File: src/rtl/code_dec_acc_pkg.sv
// Shared constants and FSM encoding for the index-to-section-mask accumulator.
package code_dec_acc_pkg;

  localparam int NUM_ELEMENTS = 14;
  localparam int IDX_W        = 4;

  localparam logic OP_SET = 1'b1;
  localparam logic OP_CLR = 1'b0;

  typedef enum logic {
    ST_COLLECT = 1'b0,
    ST_HOLD    = 1'b1
  } state_t;

endpackage

File: src/rtl/code_dec.sv
// Element index to one-hot section vector (bit 0 = leftmost) plus range flag.
// Latency: combinational. Backpressure: none, pure decode.
// Out-of-range indices yield an all-zero vector with in_range low.
module code_dec
  import code_dec_acc_pkg::*;
#(
  parameter int num_elements = NUM_ELEMENTS,
  parameter int idx_width    = IDX_W
) (
  input  logic [idx_width-1:0]    index,
  output logic [0:num_elements-1] onehot,
  output logic                    in_range
);

  always_comb begin
    onehot = '0;
    for (int i = 0; i < num_elements; i++) begin
      if (index == idx_width'(i)) onehot[i] = 1'b1;
    end
  end

  assign in_range = (32'(index) < num_elements);

endmodule

File: src/rtl/code_dec_acc.sv
// Accumulates set/clear index beats into a section mask; emits mask, popcount, error on last beat.
// Latency: out_valid rises one cycle after the last beat is accepted.
// Backpressure: in_ready drops while a result is held; held until out_ready, one bubble before next group.
module code_dec_acc
  import code_dec_acc_pkg::*;
#(
  parameter int num_elements = NUM_ELEMENTS,
  parameter int idx_width    = IDX_W
) (
  input  logic                    clk,
  input  logic                    rst_n,
  input  logic                    in_valid,
  output logic                    in_ready,
  input  logic [idx_width-1:0]    in_index,
  input  logic                    in_op,
  input  logic                    in_last,
  output logic                    out_valid,
  input  logic                    out_ready,
  output logic [0:num_elements-1] out_section,
  output logic [idx_width-1:0]    out_count,
  output logic                    out_err
);

  state_t                  state, state_nxt;
  logic [0:num_elements-1] mask_q, mask_nxt, onehot;
  logic                    err_q, err_nxt, in_range, accept;
  logic [idx_width-1:0]    cnt_nxt;

  code_dec #(
    .num_elements(num_elements),
    .idx_width   (idx_width)
  ) u_dec (
    .index   (in_index),
    .onehot  (onehot),
    .in_range(in_range)
  );

  assign accept = in_valid && in_ready;

  // Out-of-range beats decode to zero, so the mask update is a no-op for them.
  always_comb begin
    mask_nxt = (in_op == OP_SET) ? (mask_q | onehot) : (mask_q & ~onehot);
    err_nxt  = err_q | ~in_range;
  end

  always_comb begin
    cnt_nxt = '0;
    for (int i = 0; i < num_elements; i++) begin
      cnt_nxt = cnt_nxt + idx_width'(mask_nxt[i]);
    end
  end

  always_ff @(posedge clk or negedge rst_n) begin
    if (!rst_n) state <= ST_COLLECT;
    else        state <= state_nxt;
  end

  always_comb begin
    state_nxt = state;
    case (state)
      ST_COLLECT: if (accept && in_last) state_nxt = ST_HOLD;
      ST_HOLD:    if (out_ready)         state_nxt = ST_COLLECT;
      default:                           state_nxt = ST_COLLECT;
    endcase
  end

  always_comb begin
    in_ready  = (state == ST_COLLECT);
    out_valid = (state == ST_HOLD);
  end

  always_ff @(posedge clk or negedge rst_n) begin
    if (!rst_n) begin
      mask_q      <= '0;
      err_q       <= 1'b0;
      out_section <= '0;
      out_count   <= '0;
      out_err     <= 1'b0;
    end else if (accept) begin
      mask_q <= mask_nxt;
      err_q  <= err_nxt;
      if (in_last) begin
        out_section <= mask_nxt;
        out_count   <= cnt_nxt;
        out_err     <= err_nxt;
      end
    end else if (state == ST_HOLD && out_ready) begin
      // Working state restarts for the next group once the result is taken.
      mask_q <= '0;
      err_q  <= 1'b0;
    end
  end

endmodule
File: config.mk
export PLATFORM = sky130hd
export DESIGN_NAME = code_dec_acc
export DESIGN_NICKNAME = d
export VERILOG_FILES = /design/src/rtl/code_dec_acc_pkg.sv /design/src/rtl/code_dec.sv /design/src/rtl/code_dec_acc.sv
export SDC_FILE = /design/constraint.sdc
export NUM_CORES = 1
export LEC_CHECK = 0
export CORE_MARGIN = 2
export CORE_UTILIZATION = 54
export DETAILED_ROUTE_END_ITERATION = 8
export PLACE_DENSITY = 0.78
export SLEW_MARGIN = 10
export SYNTH_ARGS = -nofsm -noshare
export SYNTH_HDL_FRONTEND = slang
export SYNTH_SLANG_ARGS = --single-unit
File: constraint.sdc
create_clock -name clk -period 4.13 [get_ports clk]
set_input_delay 0.413 -clock clk [delete_from_list [all_inputs] [get_ports clk]]
set_output_delay 0.413 -clock clk [all_outputs]
set_load 0.01 [all_outputs]
==> results.sh <==
export IMPL_status="completed"
export IMPL_ys_seq_area_frac=0.399
export IMPL_crit_fanout=7
export IMPL_fin_crit_sh=0.956
export IMPL_switching_share=0.301
export IMPL_yosysWarnings=0
export IMPL_rows=23
export IMPL_postLayoutCoreUtil=0.696
export IMPL_synth_ff_latch_count=35
export IMPL_finalNonFillerCells=282
export IMPL_min_period_ns=3.95
export IMPL_detail_route_wl_per_cell_um=18.2
export IMPL_cts_max_level=2
export IMPL_die_area_mm2=0.00459
export IMPL_layout_drive_gt1_share=0.323
export IMPL_die_width_um=67.7
export IMPL_max_freq_mhz=253
export IMPL_grt_usage=0.251
export IMPL_tightest_slew_ns=1.05
export IMPL_hold_violations=0
export IMPL_synth_avg_cell_area_um2=12.0
export IMPL_cts_buffers=5
export IMPL_slowest_stage="fa_1"
export IMPL_yosysTopAreaCellShare=0.399
export IMPL_clk_latency_ns=0.29
export IMPL_p_seq_frac=0.408
export IMPL_drtAntennaViolNets=0
export IMPL_grt_pass1_vias=1678
export IMPL_netlist_area_mm2=0.00219
export IMPL_io_buffers=30
export IMPL_holdPathStages=2
export IMPL_yosysUniqueCellTypes=35
export IMPL_path_common_cell="fa_1"
export IMPL_fin_skew_ns=0.00229
export IMPL_startpoint_type="input port"
export IMPL_slew_viol_final=0
export IMPL_tritoncts="done"
export IMPL_ctsHoldBuffers=0
export IMPL_yosysMostFrequentCell="dfrtp_1"
export IMPL_viasPerCell=5.74
export IMPL_worst_ep_arrival_time_ns=4.09
export IMPL_p_sw_w=0.000309
export IMPL_grt_overflow_total=0
export IMPL_place_ws_ns=-0.655
export IMPL_grt_pass1_wl_um=8200
export IMPL_worst_slack_ns=0.182
export IMPL_synth_ff_type="dfrtp_1"
export IMPL_async_flop_share=1.00
export IMPL_min_from="out_count[3]$_DFFE_PN0P_"
export IMPL_synth_cells=183
export IMPL_grt_max_degree=36
export IMPL_hp_class="flop to flop"
export IMPL_initial_core_util=0.556
export IMPL_clkSinkCount=35
export IMPL_yosys_top_cells_area="dfrtp_1 (40%), mux2_2 (9.8%), fa_1 (8.2%), mux2i_1 (5.0%), nand2_1 (3.8%)"
export IMPL_yosysTopAreaCell="dfrtp_1"
export IMPL_synth_common_cells="dfrtp_1 (35), nand2_1 (22), mux2_2 (19), inv_1 (14), mux2i_1 (11)"
export IMPL_crit_reg2reg_launch="mask_q[10]$_DFFE_PN0P_"
export IMPL_syn2layout_area_growth_pct=25.2
export IMPL_cpPeakStageDelay_ns=0.52
export IMPL_fin_setup_tns_ns=0
export IMPL_rsz0062_at_grt="false"
export IMPL_clockPowerShare=0.268
export IMPL_setup_worst_path_start="in_index[1]"
export IMPL_grt_antenna_before_repair=0
export IMPL_nets=253
export IMPL_ios=31
export IMPL_crit_path_end_kind="flop"
export IMPL_holdWs_ns=0.480
export IMPL_setup_viol=0
export IMPL_slew_headroom=0.298
export IMPL_route_detailed_drc=0
export IMPL_place_gp_congestion=0.966
export IMPL_crit_required_ns=4.28
export IMPL_die_y_um=67.7
export IMPL_clk_path_buf_depth=2
export IMPL_synth_edf_count=0
export IMPL_drt_iter0_markers=74
export IMPL_intPower_w=0.000717
export IMPL_dp_cells=270
export IMPL_ff2ff_path_depth=9
export IMPL_power_density_mw_per_mm2=374
export IMPL_drt_total_wl_um=5130
export IMPL_hpwl_um=3670
export IMPL_coreArea_mm2=0.00394
export IMPL_cap_violations=0
export IMPL_dr_pass1_iters=4
export IMPL_ctsRootBufferMaster="clkbuf_8"
export IMPL_path_cells="clkbuf_2 -> buf_6 -> nor4b_4 -> mux2i_2 -> fa_1 -> inv_2 -> fa_1 -> fa_1 -> fa_1 -> ha_2 -> inv_1 -> fa_2 -> o21ai_1"
export IMPL_critPathKind="input port to flop"
export IMPL_clk_pin_slew_ns=0.07
export IMPL_vias=1620
export IMPL_combPwrFrac=0.324
export IMPL_p_leak_nw=1.29
export IMPL_antennaDiodeCount=0
export IMPL_vdd_drop_max_mv=0.167
export IMPL_syn_num_nets=205
==> metal layers <==
layer  vias to the layer above  track usage  part of all wire
li1                        742            -                 -
met1                       812        0.298              0.41
met2                        51        0.423              0.51
met3                        15       0.0650             0.051
met4                         0        0.120             0.032
met5                         -            0                 0
==> flip-flops by register name, summed over array words and instances, names as in the netlist <==
register     flops
out_valid        1
out_section     14
out_err          1
err_q            1
out_count        4
mask_q          14
==> final timing paths <==
check / end / slack (ns)
worst max register to register: out_count[1]$_DFFE_PN0P_ / 0.46
max in group asynchronous: out_section[1]$_DFFE_PN0P_ / 3.28
min in group asynchronous: out_valid$_DFF_PN0_ / 0.53
worst max-delay path: out_count[1]$_DFFE_PN0P_ / 0.18
worst min-delay path: out_count[3]$_DFFE_PN0P_ / 0.48
worst min register to register: out_count[3]$_DFFE_PN0P_ / 0.48
==> area by class of cell <==
class / count / area [µm²]
clock buffer: 8 / 100
fill: 263 / 1200
inverter: 14 / 52.6
multi-input combinational: 121 / 1180
sequential: 35 / 876
tap: 50 / 62.6
timing repair buffer: 54 / 477
==> stage by stage <==
step,power [W],cell area [µm²]
after CTS,0.00102,2720
after floorplan,0.000600,2190
final,0.00103,2750
after global placement,0.000719,2590
after global routing,0.00109,2750
after detailed placement,0.000743,2590
==> cell families (layout without fill, tap and decap cells) <==
logic type               after synthesis  after routing  share of synthesized area
XOR/XNOR                               1              1                    0.00399
flip-flops                            35             35                      0.399
AND/OR/NAND/NOR                       55             55                      0.185
adder cells (fa/ha/maj)               12             12                     0.0993
buffers and inverters                 27             76                     0.0764
multiplexers                          34             34                      0.175
AO/OA/AOI/OAI                         19             19                     0.0610
==> critical path: cells and delay by family <==
family                     cells  cell delay [ns]
muxes                          1             0.35
buffers and inverters          4             0.38
AOI/OAI and AO/OA              1             0.06
adders and majority gates      6             2.54
and+or+nand+nor                1             0.34
==> placed cells by master, fill, tap and decap left out, types with 2 or more instances in the layout <==
master,instances
buf_4,20
o21ai_1,4
mux2_4,4
clkbuf_8,7
nand4_1,3
o21ai_0,4
nor4b_1,2
nor4b_4,3
buf_6,4
fa_2,2
clkdlybuf4s50_1,25
nand2_1,22
inv_1,13
and4bb_2,6
mux2i_2,2
and2b_1,2
nand3_1,5
a32o_1,6
ha_1,2
mux2i_1,8
mux2_2,19
nor2b_1,2
dfrtp_1,35
nor2_1,3
fa_1,7
clkbuf_2,3
nand4b_1,3
==> power by group through the flow <==
stage,clock network (W),logic [W],registers (W)
finish,0.000275,0.000333,0.000419
global route,0.000291,0.000373,0.000423
floorplan,0,0.000167,0.000433
detailed placement,0,0.000319,0.000424
CTS,0.000277,0.000323,0.000419
global placement,0,0.000299,0.000420
==> timing repair <==
| action | 4_1_cts | 5_1_grt |
|---|---|---|
| buffers inserted | 2 | 2 |
| setup endpoints to repair | 4 | 3 |
| pin swaps | 2 | 7 |
| resized for setup | 13 | 17 |
Power figures use the tool's default switching activity.
